<file path="config.mk">
export PLATFORM = sky130hd
export DESIGN_NAME = ysyx_23060136_axi_rd_arbiter
export DESIGN_NICKNAME = d
export VERILOG_FILES = /design/src/rtl/ysyx_23060136_axi_rd_arbiter.sv
export SDC_FILE = /design/constraint.sdc
export NUM_CORES = 1
export LEC_CHECK = 0
export CORE_AREA = 2 2 147 149
export DETAILED_ROUTE_END_ITERATION = 10
export DIE_AREA = 0 0 149 151
export HOLD_SLACK_MARGIN = 0.02
export SLEW_MARGIN = 20
export SYNTH_ARGS = -nofsm -noshare
export SYNTH_HDL_FRONTEND = slang
export SYNTH_SLANG_ARGS = --single-unit
</file>
<file path="constraint.sdc">
create_clock -name clk -period 2.2 [get_ports clk]
set_clock_uncertainty 0.15 [all_clocks]
set_input_delay 0.33 -clock clk [delete_from_list [all_inputs] [get_ports clk]]
set_output_delay 0.33 -clock clk [all_outputs]
set_load 0.02 [all_outputs]
</file>
<file path="src/rtl/ysyx_23060136_axi_rd_arbiter.sv">
// Two-master AXI4 read-channel arbiter (IFU / LSU -> core read port).
// One requester owns the downstream read port from AR acceptance through
// the final R beat, so bursts never interleave.
// Build option: YSYX_23060136_ARB_RR_EN selects round-robin arbitration;
// when it is undefined, LSU has fixed priority over IFU.
module ysyx_23060136_axi_rd_arbiter (
  input  logic        clk,
  input  logic        rst,
  // IFU read request / response
  input  logic        ARBITER_IFU_arvalid,
  input  logic [31:0] ARBITER_IFU_araddr,
  input  logic [3:0]  ARBITER_IFU_arid,
  input  logic [7:0]  ARBITER_IFU_arlen,
  input  logic [2:0]  ARBITER_IFU_arsize,
  input  logic [1:0]  ARBITER_IFU_arburst,
  output logic        ARBITER_IFU_arready,
  output logic        ARBITER_IFU_rvalid,
  output logic [1:0]  ARBITER_IFU_rresp,
  output logic [63:0] ARBITER_IFU_rdata,
  output logic        ARBITER_IFU_rlast,
  output logic [3:0]  ARBITER_IFU_rid,
  input  logic        ARBITER_IFU_rready,
  // LSU read request / response
  input  logic        ARBITER_LSU_arvalid,
  input  logic [31:0] ARBITER_LSU_araddr,
  input  logic [3:0]  ARBITER_LSU_arid,
  input  logic [7:0]  ARBITER_LSU_arlen,
  input  logic [2:0]  ARBITER_LSU_arsize,
  input  logic [1:0]  ARBITER_LSU_arburst,
  output logic        ARBITER_LSU_arready,
  output logic        ARBITER_LSU_rvalid,
  output logic [1:0]  ARBITER_LSU_rresp,
  output logic [63:0] ARBITER_LSU_rdata,
  output logic        ARBITER_LSU_rlast,
  output logic [3:0]  ARBITER_LSU_rid,
  input  logic        ARBITER_LSU_rready,
  // Downstream core read port
  output logic        io_master_arvalid,
  output logic [31:0] io_master_araddr,
  output logic [3:0]  io_master_arid,
  output logic [7:0]  io_master_arlen,
  output logic [2:0]  io_master_arsize,
  output logic [1:0]  io_master_arburst,
  input  logic        io_master_arready,
  input  logic        io_master_rvalid,
  input  logic [1:0]  io_master_rresp,
  input  logic [63:0] io_master_rdata,
  input  logic        io_master_rlast,
  input  logic [3:0]  io_master_rid,
  output logic        io_master_rready
);

  typedef enum logic [2:0] {StIdle, StIfuAr, StIfuR, StLsuAr, StLsuR} state_e;

  state_e state_q, state_d;
  logic   ifu_wins_tie;
  logic   last_beat_hs;

  // Final beat of the granted burst is transferred this cycle.
  assign last_beat_hs = io_master_rvalid & io_master_rready & io_master_rlast;

`ifdef YSYX_23060136_ARB_RR_EN
  // 1 = LSU was served last, so IFU wins the next tie.
  logic lsu_last_q, lsu_last_d;

  assign ifu_wins_tie = lsu_last_q;

  // Record which master finished the most recent burst.
  always_comb begin
    lsu_last_d = lsu_last_q;
    if (last_beat_hs) begin
      lsu_last_d = (state_q == StLsuR);
    end
  end

  // Round-robin pointer register; resets so that LSU wins the first tie.
  always_ff @(posedge clk) begin
    if (rst) begin
      lsu_last_q <= 1'b0;
    end else begin
      lsu_last_q <= lsu_last_d;
    end
  end
`else
  // Fixed priority: LSU always wins a tie.
  assign ifu_wins_tie = 1'b0;
`endif

  // Grant state register.
  always_ff @(posedge clk) begin
    if (rst) begin
      state_q <= StIdle;
    end else begin
      state_q <= state_d;
    end
  end

  // Arbitration and grant hold until the last beat of the burst.
  always_comb begin
    state_d = state_q;
    unique case (state_q)
      StIdle: begin
        if (ARBITER_LSU_arvalid && !(ARBITER_IFU_arvalid && ifu_wins_tie)) begin
          state_d = StLsuAr;
        end else if (ARBITER_IFU_arvalid) begin
          state_d = StIfuAr;
        end
      end
      StIfuAr: if (ARBITER_IFU_arvalid && io_master_arready) state_d = StIfuR;
      StIfuR:  if (last_beat_hs) state_d = StIdle;
      StLsuAr: if (ARBITER_LSU_arvalid && io_master_arready) state_d = StLsuR;
      StLsuR:  if (last_beat_hs) state_d = StIdle;
      default: state_d = StIdle;
    endcase
  end

  // Combinational routing of the owner's AR/R channels; everything else is 0.
  always_comb begin
    io_master_arvalid   = 1'b0;
    io_master_araddr    = '0;
    io_master_arid      = '0;
    io_master_arlen     = '0;
    io_master_arsize    = '0;
    io_master_arburst   = '0;
    io_master_rready    = 1'b0;
    ARBITER_IFU_arready = 1'b0;
    ARBITER_IFU_rvalid  = 1'b0;
    ARBITER_IFU_rresp   = '0;
    ARBITER_IFU_rdata   = '0;
    ARBITER_IFU_rlast   = 1'b0;
    ARBITER_IFU_rid     = '0;
    ARBITER_LSU_arready = 1'b0;
    ARBITER_LSU_rvalid  = 1'b0;
    ARBITER_LSU_rresp   = '0;
    ARBITER_LSU_rdata   = '0;
    ARBITER_LSU_rlast   = 1'b0;
    ARBITER_LSU_rid     = '0;
    unique case (state_q)
      StIfuAr: begin
        io_master_arvalid   = ARBITER_IFU_arvalid;
        io_master_araddr    = ARBITER_IFU_araddr;
        io_master_arid      = ARBITER_IFU_arid;
        io_master_arlen     = ARBITER_IFU_arlen;
        io_master_arsize    = ARBITER_IFU_arsize;
        io_master_arburst   = ARBITER_IFU_arburst;
        ARBITER_IFU_arready = io_master_arready;
      end
      StIfuR: begin
        ARBITER_IFU_rvalid = io_master_rvalid;
        ARBITER_IFU_rresp  = io_master_rresp;
        ARBITER_IFU_rdata  = io_master_rdata;
        ARBITER_IFU_rlast  = io_master_rlast;
        ARBITER_IFU_rid    = io_master_rid;
        io_master_rready   = ARBITER_IFU_rready;
      end
      StLsuAr: begin
        io_master_arvalid   = ARBITER_LSU_arvalid;
        io_master_araddr    = ARBITER_LSU_araddr;
        io_master_arid      = ARBITER_LSU_arid;
        io_master_arlen     = ARBITER_LSU_arlen;
        io_master_arsize    = ARBITER_LSU_arsize;
        io_master_arburst   = ARBITER_LSU_arburst;
        ARBITER_LSU_arready = io_master_arready;
      end
      StLsuR: begin
        ARBITER_LSU_rvalid = io_master_rvalid;
        ARBITER_LSU_rresp  = io_master_rresp;
        ARBITER_LSU_rdata  = io_master_rdata;
        ARBITER_LSU_rlast  = io_master_rlast;
        ARBITER_LSU_rid    = io_master_rid;
        io_master_rready   = ARBITER_LSU_rready;
      end
      StIdle:  ;
      default: ;
    endcase
  end

endmodule

</file>
==> results of run 1 <==
## power groups by stage
stage	logic, mW	registers [mW]	clock network, mW
2_1_floorplan	2.15	0.0864	0
3_3_place_gp	4.44	0.0949	0
3_5_place_dp	4.43	0.0954	0
4_1_cts	4.12	0.0968	0.299
5_1_grt	4.25	0.108	0.307
6_report	4.00	0.106	0.294
## metal layers
metal	share of wire	GRT usage	routed length (um)
met5	0	0	0
met4	0.0034	0.0100	44
met3	0.11	0.0370	1440
met2	0.52	0.197	6730
met1	0.36	0.103	4670
## cell type report
class	instances	share of cell area
timing repair buffer	398	0.644
multi-input combinational	223	0.273
tap	275	0.0589
clock buffer	4	0.0135
sequential	3	0.0107
inverter	1	0.000642
## worst reg2reg max path, cell delays in order, from the launching register on
cell	delay [ns]
dfxtp_2	0.37
buf_4	0.18
mux2_4	0.32
a2111oi_4	0.42
mux2i_1	0.22
nor2_1	0.05
## per-stage QoR
stage               std cells  area (um^2)  TNS [ns]
floorplan                 253         1710         0
global placement          894         5930    -0.479
detailed placement        894         5930     -1.83
CTS                       903         5980     -1.44
global route              904         5840  -0.00577
finish                    904         5840         0
## timing repair
action / CTS / global route
gates cloned: 2 / 0
gates resized for setup: 341 / 30
setup buffers: 3 / 1
endpoints found under the setup margin: 197 / 77
endpoints found under the hold margin: 0 / 0
pin swaps: 1 / 2
hold buffers: 0 / 0
## logic make-up (layout without fill, tap and decap cells)
family          after synthesis  count (layout)  synth area share
buf+inv                      27             403            0.0657
mux                           2               2            0.0146
simple gates                163             163             0.587
compound gates               58              58             0.298
flops                         3               3            0.0350
## cells in the final DEF, fill, tap and decap left out, drive strengths merged
| master | n |
|---|---|
| o21ai | 1 |
| and3b | 2 |
| o21ba | 1 |
| o211ai | 1 |
| clkdlybuf4s50 | 176 |
| bufbuf | 2 |
| clkdlybuf4s15 | 39 |
| nand2 | 1 |
| buf | 57 |
| and2 | 146 |
| a21oi | 3 |
| dfxtp | 3 |
| mux2 | 1 |
| dlygate4sd2 | 124 |
| nand2b | 4 |
| nor2 | 6 |
| a22o | 50 |
| clkbuf | 4 |
| nor3 | 2 |
| nor2b | 1 |
| a2111oi | 1 |
| mux2i | 1 |
| o21bai | 1 |
| inv | 1 |
| or4 | 1 |
## path summary, 6_finish.rpt
path,from,endpoint,slack (ns),cells after the start
worst min-delay path,state_q[0]$_SDFFE_PP0P_,state_q[0]$_SDFFE_PP0P_,0.49,3
worst max register to register,state_q[1]$_SDFFE_PP0P_,state_q[0]$_SDFFE_PP0P_,0.37,5
worst max-delay path,state_q[1]$_SDFFE_PP0P_,ARBITER_LSU_rid[2],0.05,6
worst min register to register,state_q[0]$_SDFFE_PP0P_,state_q[0]$_SDFFE_PP0P_,0.49,3
==> impl_metrics.tcl, run 1 <==
set metrics [dict create \
    start_util 0.0823 \
    slew-limit-headroom 0.768 \
    slowest_stage "dfxtp_2" \
    synth_most_common_cell "and2_1" \
    synthArstFlopShare 0 \
    rows 53 \
    fin_ws_ns 0.0453 \
    synth_ff_type "dfxtp_1" \
    ys_warn_count 0 \
    fin_crit_sh 0.979 \
    grt_pass1_vias 3174 \
    p_clk_frac 0.067 \
    vias 3208 \
    netSwitchingFraction 0.498 \
    syn2layout_area_growth_pct 241 \
    cts_buffers 3 \
    ctsRootBufferMaster "clkbuf_16" \
    diodes 0 \
    yosysTopAreaCellShare 0.533 \
    synth_enable_flop_cells 0 \
    synth_fp_nets 430 \
    dieArea_mm2 0.0225 \
    regMostFlops "state_q" \
    synth_commonest_cells "146 x and2_1, 50 x a22o_1, 22 x clkbuf_1, 6 x nor2_1, 4 x nand2b_1" \
    cts_sinks 3 \
    ioPinCount 374 \
    h-tree-depth 1 \
    setup_viol 0 \
    worst-setup-path-type "reg2out" \
    ir_worst_vdd_v 0.000267 \
    regArea_um2 62.6 \
    crit_path_end_kind "output port" \
    antenna_found_initial 0 \
    multi_input_area_mm2 0.00159 \
    pre_cts_ws_ns -0.100 \
    wl_per_cell_um 14.3 \
    die_w_um 149 \
    final_util 0.281 \
    final.fill_count 2330 \
    coreArea_mm2 0.0208 \
    yosysSeqAreaShare 0.0350 \
    p_int_mw 2.21 \
    synth.avg_cell_area_um2 6.78 \
    pwr-share-comb 0.909 \
    wl_um 12900 \
    hpwlAfterDp_um 10600 \
    gp_congestion 0.727 \
    hold_violations 0 \
    drv_cap 0 \
    cts_tree "done" \
    pwr-share-seq 0.024 \
    min_path_type "reg2reg" \
    drt_iter0_drc 60 \
    switchingPower_mw 2.19 \
    drcViolationCount 0 \
    ant_nets 0 \
    grt_overflow 0 \
    portBuffers 373 \
    cts.path.max_buffers 2 \
    cp_max_fo 22 \
    period_needed_ns 2.15 \
    whs_ns 0.494 \
    die_h_um 151 \
    status "completed" \
    fin_nets 807 \
    fmax_mhz 464 \
    startpoint_type "flip-flop" \
    finalMaxSlewViolations 0 \
    drive_gt1_frac 0.156 \
    cp_num_buf_inv 3 \
    synth_largest_area_cell "and2_1" \
    drtPass1Iterations 4 \
    grt_max_degree 44 \
    cp_slowest_stage_delay_ns 0.34 \
    synth_cell_types 22 \
    worst-slew-pin-transition_ns 0.347 \
    clkTransAtPathRegs_ns 0.03 \
    power_per_cell_area_mw_per_mm2 754 \
    largest_register_ffs 3 \
    p_leak_nw 2.94 \
    cp.required_ns 1.72 \
    crit_arrival_ns 1.67 \
    worstSkewPairLatency_ns 0.23 \
    crit_family "buffers and inverters" \
    synth_area_leaders "and2_1 53%, a22o_1 26%, clkbuf_1 4.8%" \
    p_total_mw 4.40 \
    path_cells "nand2b_4, nor2_4, buf_4, bufbuf_16, and2_1, clkdlybuf4s15_2" \
    vias_per_cell 3.55 \
    syn-cell-area_mm2 0.00171 \
    ys_ff_latch 3 \
    syn-instance-count 253 \
    track_usage 0.0998 \
    reg_top3 "state_q: 3 flops" \
    grt_pass1_wl_um 17400 \
]
No activity file was read; power rests on OpenSTA's default activity.
==> run 2: changes to the inputs <==
--- a/config.mk
+++ b/config.mk
@@ -5,9 +5,10 @@
 export SDC_FILE = /design/constraint.sdc
 export NUM_CORES = 1
 export LEC_CHECK = 0
-export CORE_AREA = 2 2 147 149
+export ABC_AREA = 1
+export CORE_AREA = 2 2 143 145
 export DETAILED_ROUTE_END_ITERATION = 10
-export DIE_AREA = 0 0 149 151
+export DIE_AREA = 0 0 145 147
 export HOLD_SLACK_MARGIN = 0.02
 export SLEW_MARGIN = 20
 export SYNTH_ARGS = -nofsm -noshare
==> impl_metrics.tcl, run 2 <==
set metrics [dict create \
    status "completed" \
    syn-instance-count 439 \
    synth.avg_cell_area_um2 4.16 \
    cts.path.max_buffers 2 \
    yosysTopAreaCellShare 0.315 \
    reg_top3 "state_q: 3 flops" \
    grt_util_met1 0.128 \
    wl_um 13300 \
    worst-slew-pin-transition_ns 0.351 \
    synth_most_common_cell "nor2_1" \
    synth_ff_type "dfxtp_1" \
    finalMaxSlewViolations 0 \
    ant_nets 0 \
    drv_cap 0 \
    track_usage 0.116 \
    drtPass1Iterations 4 \
    ctsRootBufferMaster "clkbuf_16" \
    synth_commonest_cells "153 x nor2_1, 128 x inv_1, 60 x nand2_1, 50 x o21ai_1, 14 x buf_2" \
    cp.required_ns 1.72 \
    power_per_cell_area_mw_per_mm2 636 \
    coreArea_mm2 0.0198 \
    layout_common_cells "177 x clkdlybuf4s50_1, 156 x dlygate4sd2_1, 153 x nor2_1" \
    p_total_mw 3.60 \
    gp_congestion 0.786 \
    rows 52 \
    syn-cell-area_mm2 0.00183 \
    dieArea_mm2 0.0213 \
    cp_max_fo 16 \
    die_w_um 145 \
    grt_pass1_wl_um 20000 \
    fin_nets 982 \
    largest_register_ffs 3 \
    setup_viol 0 \
    antenna_found_initial 3 \
    final_util 0.285 \
    synth_cell_types 19 \
    p_leak_nw 3.49 \
    pre_cts_ws_ns -0.0813 \
    die_h_um 147 \
    ir_worst_vdd_v 0.000347 \
    slew-limit-headroom 0.766 \
    cts_buffers 3 \
    synth_largest_area_cell "nor2_1" \
    hpwlAfterDp_um 11700 \
    crit_arrival_ns 1.63 \
    synth_enable_flop_cells 0 \
    placed_cell_area_mm2 0.00591 \
    ys_ff_latch 3 \
    cts-hold-fix-buffers 0 \
    fin_area_mm2 0.00566 \
    drcViolationCount 0 \
    clkTransAtPathRegs_ns 0.03 \
    synth_fp_nets 616 \
    worstSkewPairLatency_ns 0.22 \
    worst-setup-path-type "reg2out" \
    min_path_type "reg2reg" \
    vias_per_cell 3.49 \
    grt_pass1_vias 3768 \
    final.setup.tns_ns 0 \
    use_met3 0.0342 \
    fin_crit_sh 0.961 \
    regMostFlops "state_q" \
    grt_max_degree 73 \
    cts_sinks 3 \
    final_common_cell "clkdlybuf4s50_1" \
    start_util 0.0920 \
    drive_gt1_frac 0.0833 \
    hold_violations 0 \
    yosysSeqAreaShare 0.0329 \
    h-tree-depth 1 \
    fmax_mhz 473 \
    synth_area_leaders "nor2_1 31%, inv_1 26%, o21ai_1 14%" \
    period_needed_ns 2.11 \
    drt_iter0_drc 72 \
    grt_overflow 0 \
    ys_warn_count 0 \
    fin_ws_ns 0.0854 \
    startpoint_type "flip-flop" \
    portBuffers 373 \
    gr-usage-met2 0.219 \
    synthArstFlopShare 0 \
    syn2layout_area_growth_pct 210 \
    wl_per_cell_um 12.4 \
    ioPinCount 374 \
    grt_busiest_layer "met2" \
    cts_tree "done" \
    crit_path_end_kind "output port" \
    vias 3757 \
]
[run 2: per-layer routing]
metal	vias up	share of wire
li1	1959	-
met1	1554	0.38
met2	232	0.51
met3	8	0.10
met4	4	0.011
met5	-	0.0020
[run 2: critical path, stage by stage, from the launching register on]
cell and delay, ns:
dfxtp_1 0.39, inv_2 0.09, nor3_4 0.19, buf_4 0.16, buf_12 0.14, inv_2 0.04
buf_4 0.12, o22ai_1 0.10, buf_4 0.17
[run 2: final timing paths]
check                                              from                       to  cells after the start  slack [ns]
worst max-delay path            state_q[0]$_SDFFE_PP0P_        io_master_arvalid                      8        0.09
worst min register to register  state_q[2]$_SDFFE_PP0P_  state_q[2]$_SDFFE_PP0P_                      2        0.42
worst min-delay path            state_q[2]$_SDFFE_PP0P_  state_q[2]$_SDFFE_PP0P_                      2        0.42
worst max register to register  state_q[2]$_SDFFE_PP0P_  state_q[1]$_SDFFE_PP0P_                      8        0.60
[run 2: cells by family after synthesis]
| kind of cell | count (synthesis) | share of synthesized area |
|---|---|---|
| buffers and inverters | 157 | 0.334 |
| flip-flops | 3 | 0.0329 |
| AND/OR/NAND/NOR | 225 | 0.484 |
| AO/OA/AOI/OAI | 54 | 0.149 |
[run 2: area by class of cell]
| type | instances | area, um^2 |
|---|---|---|
| antenna | 1 | 2.50 |
| fill | 2258 | 14200 |
| multi-input combinational | 279 | 1160 |
| sequential | 3 | 62.6 |
| timing repair buffer | 387 | 3520 |
| inverter | 131 | 492 |
| clock buffer | 4 | 78.8 |
| tap | 270 | 338 |
[run 2: repair_timing]
action | in CTS | in global routing
buffers inserted | 0 | 2
gates cloned | 0 | 1
endpoints found under the setup margin | 193 | 41
gates resized for setup | 203 | 67
[run 2: power breakdown]
part           internal [mW]  switching (mW)
Sequential            0.0777          0.0354
Clock                  0.239          0.0467
Combinational           1.26            1.94
[run 2: stage by stage]
step / hold slack [ns] / instances
2_1_floorplan: 0.347 / 439
3_3_place_gp: 0.461 / 1067
3_5_place_dp: 0.476 / 1067
4_1_cts: 0.421 / 1071
5_1_grt: 0.436 / 1075
6_report: 0.421 / 1075
